### config.mk
export PLATFORM = sky130hd
export DESIGN_NAME = fft_stage_sequencer_agu
export DESIGN_NICKNAME = d
export VERILOG_FILES = /design/src/rtl/fft_stage_sequencer_agu.sv
export SDC_FILE = /design/constraint.sdc
export NUM_CORES = 1
export LEC_CHECK = 0
export ABC_AREA = 0
export CORE_MARGIN = 3
export CORE_UTILIZATION = 45
export DETAILED_ROUTE_END_ITERATION = 8
export HOLD_SLACK_MARGIN = 0.02
export PLACE_DENSITY = 0.66
export SKIP_CTS_REPAIR_TIMING = 1
export SLEW_MARGIN = 20
export SYNTH_ARGS = -nofsm -noshare
export SYNTH_HDL_FRONTEND = slang
export SYNTH_SLANG_ARGS = --single-unit
### constraint.sdc
create_clock -name clk -period 3.29 [get_ports clk]
set_clock_uncertainty 0.05 [all_clocks]
set_input_delay 0.329 -clock clk [delete_from_list [all_inputs] [get_ports clk]]
set_output_delay 0.329 -clock clk [all_outputs]
set_load 0.01 [all_outputs]
### src/rtl/fft_stage_sequencer_agu.sv
`default_nettype none
// -----------------------------------------------------------------------------
// fft_stage_sequencer_agu - multi-stage in-place radix-2 FFT address sequencer (rev 1.0)
// -----------------------------------------------------------------------------
module fft_stage_sequencer_agu #(
  parameter int LOG2N_MAX  = 10,
  parameter int WB_LATENCY = 3,
  parameter int STAGE_GAP  = 1,
  localparam int AW  = LOG2N_MAX - 1,
  localparam int LNW = $clog2(LOG2N_MAX + 1),
  localparam int SW  = $clog2(LOG2N_MAX)
) (
  input  logic           clk,
  input  logic           reset_n,
  input  logic           start,
  input  logic [LNW-1:0] log2n,
  input  logic           stall,
  output logic           busy,
  output logic           done,
  output logic           rd_valid,
  output logic [AW-1:0]  rd_addr,
  output logic [AW-1:0]  tw_addr,
  output logic [1:0]     ctrl,
  output logic           even_odd,
  output logic [SW-1:0]  stage,
  output logic           wr_valid,
  output logic [AW-1:0]  wr_addr
);

  localparam int WCW = (WB_LATENCY > 1) ? $clog2(WB_LATENCY) : 1;

  typedef enum logic [2:0] {
    S_IDLE  = 3'd0,
    S_RUN   = 3'd1,
    S_GAP   = 3'd2,
    S_DRAIN = 3'd3,
    S_FIN   = 3'd4
  } state_t;

  state_t          state, next_state;
  logic [AW-1:0]   cnt, cnt_max;
  logic [SW-1:0]   width, width_in;
  logic [LNW-1:0]  size_clamped;
  logic [WCW-1:0]  wcnt;
  logic            issue, last_issue, final_stage, wait_done;
  logic [AW:0]     cnt_ext;
  logic [AW-1:0]   rd_calc, tw_calc, shifted, shifted_rev;
  logic [1:0]      ctrl_calc;
  logic [AW-1:0]   rd_hold, tw_hold;
  logic [1:0]      ctrl_hold;
  logic            eo_hold;
  int              s_int;
  logic [WB_LATENCY-1:0] vpipe;
  logic [AW-1:0]   apipe [WB_LATENCY];

  always_comb begin
    size_clamped = log2n;
    if (log2n < LNW'(2))
      size_clamped = LNW'(2);
    else if (log2n > LNW'(LOG2N_MAX))
      size_clamped = LNW'(LOG2N_MAX);
    width_in = SW'(size_clamped - LNW'(1));
  end

  assign cnt_max     = ~({AW{1'b1}} << width);
  assign issue       = (state == S_RUN) && !stall;
  assign last_issue  = issue && (cnt == cnt_max);
  assign final_stage = (stage == width);
  assign wait_done   = (wcnt == WCW'(WB_LATENCY - 1));

  always_ff @(posedge clk or negedge reset_n) begin
    if (!reset_n) state <= S_IDLE;
    else          state <= next_state;
  end

  always_comb begin
    next_state = state;
    busy       = (state != S_IDLE);
    done       = (state == S_FIN);
    rd_valid   = issue;
    case (state)
      S_IDLE:  if (start) next_state = S_RUN;
      S_RUN: begin
        if (last_issue) begin
          if (final_stage)         next_state = S_DRAIN;
          else if (STAGE_GAP != 0) next_state = S_GAP;
          else                     next_state = S_RUN;
        end
      end
      S_GAP:   if (wait_done) next_state = S_RUN;
      S_DRAIN: if (wait_done) next_state = S_FIN;
      S_FIN:   next_state = S_IDLE;
      default: next_state = S_IDLE;
    endcase
  end

  // Read address: low s bits rotated right by one once s >= 2.
  always_comb begin
    cnt_ext = {1'b0, cnt};
    s_int   = int'(stage);
    rd_calc = '0;
    for (int i = 0; i < AW; i++) begin
      if (s_int <= 1 || i >= s_int) rd_calc[i] = cnt_ext[i];
      else if (i == s_int - 1)      rd_calc[i] = cnt_ext[0];
      else                          rd_calc[i] = cnt_ext[i + 1];
    end
    shifted     = cnt >> stage;
    shifted_rev = '0;
    for (int i = 0; i < AW; i++)
      shifted_rev[i] = shifted[AW - 1 - i];
    tw_calc   = shifted_rev >> (SW'(AW) - width);
    ctrl_calc = (stage == '0) ? 2'b10 : {cnt[0], cnt[0]};
  end

  assign rd_addr  = rd_valid ? rd_calc   : rd_hold;
  assign tw_addr  = rd_valid ? tw_calc   : tw_hold;
  assign ctrl     = rd_valid ? ctrl_calc : ctrl_hold;
  assign even_odd = rd_valid ? cnt[0]    : eo_hold;

  always_ff @(posedge clk or negedge reset_n) begin
    if (!reset_n) begin
      cnt       <= '0;
      stage     <= '0;
      width     <= SW'(1);
      wcnt      <= '0;
      rd_hold   <= '0;
      tw_hold   <= '0;
      ctrl_hold <= '0;
      eo_hold   <= 1'b0;
    end else begin
      if (state == S_IDLE && start) begin
        cnt   <= '0;
        stage <= '0;
        width <= width_in;
      end else if (issue) begin
        if (last_issue) begin
          cnt <= '0;
          if (!final_stage) stage <= stage + 1'b1;
        end else begin
          cnt <= cnt + 1'b1;
        end
      end
      if ((state == S_GAP || state == S_DRAIN) && !wait_done) wcnt <= wcnt + 1'b1;
      else                                                    wcnt <= '0;
      if (issue) begin
        rd_hold   <= rd_calc;
        tw_hold   <= tw_calc;
        ctrl_hold <= ctrl_calc;
        eo_hold   <= cnt[0];
      end
    end
  end

  // Shifts every cycle so stalled issues reach the write side as bubbles.
  always_ff @(posedge clk or negedge reset_n) begin
    if (!reset_n) begin
      vpipe <= '0;
      for (int i = 0; i < WB_LATENCY; i++) apipe[i] <= '0;
    end else begin
      vpipe[0] <= rd_valid;
      apipe[0] <= rd_addr;
      for (int i = 1; i < WB_LATENCY; i++) begin
        vpipe[i] <= vpipe[i-1];
        apipe[i] <= apipe[i-1];
      end
    end
  end

  assign wr_valid = vpipe[WB_LATENCY-1];
  assign wr_addr  = apipe[WB_LATENCY-1];

endmodule
`default_nettype wire

==> out/qor.csv <==
stage,metric,value,unit
status,status,finished clean,
floorplanning,fp.dieArea,9844,sq um
clock_tree,cts_num_sinks,64,
worst_setup_path,crit_buf_inv,4,
job,cap_viol_max_count,0,
worst_setup_path,required,2.91,ns
worst_setup_path,r2r_slack,0.70,ns
clock_tree,cts_tree,built,
worst_setup_path,cpMostUsedCell,buf_4,
clock_tree,clkSlewWorstSetupHoldPaths,0.07,ns
synthesis,syn_area,3910,sq um
power_and_ir_drop,peakVddDrop,0.0006046,V
power_and_ir_drop,power,3643,uW
detailed_routing,drtAntennaViolNets,0,
synthesis,synth_top_flop_cell,dfrtp_1,
detailed_routing,vias_per_cell,5.842,
global_route,grt_pass1_wl,15900,microns
global_route,antenna_found_initial,0,
floorplanning,die_h,99.22,microns
global_route,grt_overflow,0,
floorplanning,start_util,46.88,%
hold_path,hp-class,in -> async,
sta,drv_slew,0,
worst_setup_path,worst_ep_arrival_time,2.82,ns
synthesis,synth_nets,439,
synthesis,synth_cell_type_count,67,
synthesis,synth_edf_count,0,
place,port-buffer-count,45,
synthesis,async_flop_share,100.0,%
place,place_ws,0.1030,ns
layout,final_util,56.93,%
layout,fin_nets,485,
place,hpwl,6741,microns
layout,layout-drive-gt1-share,19.36,%
worst_setup_path,r2r-end,state[0]$_DFFE_PN0P_,
power_and_ir_drop,p_int,2164,uW
worst_setup_path,timing.rr.start,width[1]$_DFFE_PN0P_,
place,gp_congestion,0.9355,
power_and_ir_drop,power_frac_seq,33.1,%
detailed_routing,drtIter0Drc,250,
floorplanning,row_count,33,
sta,finalHoldViolCount,0,
global_route,grt.total_usage,20.33,%
layout,n_antenna_cell,0,
sta,fmax,312.2,MHz
power_and_ir_drop,p_sw,1478,uW
synthesis,syn_area_per_cell,9.332,sq um
power_and_ir_drop,p_leak,0.002111,uW
power_and_ir_drop,pwr-share-comb,48.7,%
sta,worst_pin_slew,0.8049,ns
layout,layout_common_cells,"55 x dfrtp_1, 40 x clkdlybuf4s50_1, 39 x nand2_1",
worst_setup_path,crit_type,reg -> out,
detailed_routing,drc,0,
sta,finalCritPeriodShare,97.35,%
global_route,grt_pass1_vias,3155,
worst_setup_path,r2r_cells,9,
synthesis,syn_inst,419,
detailed_routing,wl_per_cell,17.08,microns
layout,fin_cells,575,
detailed_routing,vias,3359,
sta,setup_slack,0.08718,ns
place,dp_cells,553,
clock_tree,clk_latency,0.34,ns
worst_setup_path,crit_chain,"buf_4, inv_1, ha_1, buf_4, nor3b_1, a31o_2, nand2_1, mux2_2, mux2i_1, o21ai_1, clkdlybuf4s50_1",
worst_setup_path,critPathMaxFanout,8,
sta,setup_violations,0,
sta,layout_min_cycle_time,3.203,ns
worst_setup_path,cp_top_family,buffers and inverters,
synthesis,synth-seq-cells,64,
layout,filler_cell_count,722,
clock_tree,cts_max_level,3,
power_and_ir_drop,power_frac_clock,18.2,%
layout,layout_commonest_cell,dfrtp_1,
floorplanning,core,8341,sq um
detailed_routing,dr.pass1.iters,5,
power_and_ir_drop,p_sw_share,40.58,%
clock_tree,cts_max_path_buffers,2,
global_route,grt_max_degree,65,
sta,relSlewSlack,46.34,%
synthesis,yosys_warnings,0,
floorplanning,fp.dieW,99.22,microns
worst_setup_path,crit_path_max_incr_delay,0.49,ns
floorplanning,ios,46,
worst_setup_path,endpoint_kind,primary output,
detailed_routing,wl,9822,microns
power_and_ir_drop,p_per_area,767.1,nW/um^2
synthesis,seq_area_frac_synth,40.99,%
clock_tree,numCtsBuffers,9,
layout,areaGrowthSynthToFinish,21.44,%
clock_tree,root_buffer,clkbuf_8,
worst_setup_path,start_kind,register,
worst_setup_path,cpMaxStageDelayCell,clkdlybuf4s50_1,
-- logic make-up after synthesis --
| kind of cell | synth area share [%] |
|---|---|
| AND/OR/NAND/NOR | 18.18 |
| buffers and inverters | 7.552 |
| flip-flops | 40.99 |
| XOR/XNOR | 2.688 |
| adder cells (fa/ha/maj) | 3.840 |
| AO/OA/AOI/OAI | 18.82 |
| multiplexers | 7.936 |
-- area by class of cell --
class                           count  area, sq um  share of cell area [%]
Clock inverter                      3        23.77                  0.5007
Multi-Input combinational cell    298         2053                   43.24
Clock buffer                       13        178.9                   3.768
Tap cell                          105        131.4                   2.767
Sequential cell                    64         1617                   34.04
Timing Repair Buffer               75        680.7                   14.33
Inverter                           17        63.81                   1.344
-- power by group through the flow --
stage	registers, uW	logic, uW	clock network, uW
floorplan	1100	1200	0
global placement	1210	1630	0
detailed placement	1220	1660	0
CTS	1200	1670	687
global route	1240	1940	714
finish	1200	1770	664
-- synthesized netlist by cell type, drive strengths merged, types with 3 or more instances --
cell type	count	area (sq um)
nand2b	4	25.02
a32oi	3	26.28
mux4	4	90.09
nand3	14	70.07
xnor2	4	35.03
nor2	25	93.84
mux2	8	90.09
o221ai	3	26.28
buf	26	178.9
mux2i	13	130.1
clkbuf	14	52.55
nor3b	3	22.52
inv	17	63.81
or4	3	22.52
ha	12	150.1
a21o	5	37.54
and3	9	56.30
o31ai	6	45.04
nand4	3	18.77
nor2b	3	18.77
nor3	10	55.05
a21oi	19	95.09
nand2	40	152.6
o21ai	41	209.0
dfrtp	63	1577
or3	4	25.02
o211ai	3	27.52
xor2	8	70.07
a31oi	6	37.54
nor4	7	43.79
o22ai	3	18.77
or2	4	27.53
-- routing by layer --
layer | track usage (%) | share of wire [%] | vias up
li1 | - | - | 1611
met1 | 26.49 | 44 | 1603
met2 | 33.21 | 47 | 125
met3 | 4.488 | 6.4 | 20
met4 | 7.563 | 2.6 | 0
met5 | 0 | 0 | -
-- worst max-delay path by stage --
| stage | start | to | slack [ns] | depth (start not counted) |
|---|---|---|---|---|
| floorplan | stage[0]$_DFFE_PN0P_ | rd_addr[2] | 0.51 | 8 |
| global placement | stall | tw_addr[8] | 0.12 | 7 |
| detailed placement | stall | tw_addr[7] | 0.10 | 7 |
| CTS | stage[1]$_DFFE_PN0P_ | tw_addr[2] | -0.17 | 8 |
| global route | stage[1]$_DFFE_PN0P_ | rd_addr[2] | -0.01 | 8 |
| finish | stage[1]$_DFFE_PN0P_ | rd_addr[6] | 0.09 | 11 |
-- state kept, by name, summed over array words and instances, names as in the netlist --
name	count
apipe	18
cnt	9
tw_hold	9
wr_addr	9
stage	4
width	4
state	3
vpipe	3
ctrl_hold	2
wcnt	2
eo_hold	1
-- per-stage QoR --
stage	TNS, ns	hold WS, ns	instance area, sq um
final	0	0.1170	4748
after global routing	-0.01685	0.1862	4748
after CTS	-0.6072	0.1359	4638
after detailed placement	0	0.2847	4436
after global placement	0	0.2811	4436
after floorplan	0	-0.01659	3910
Note: power is estimated with default switching activity, not from simulation.
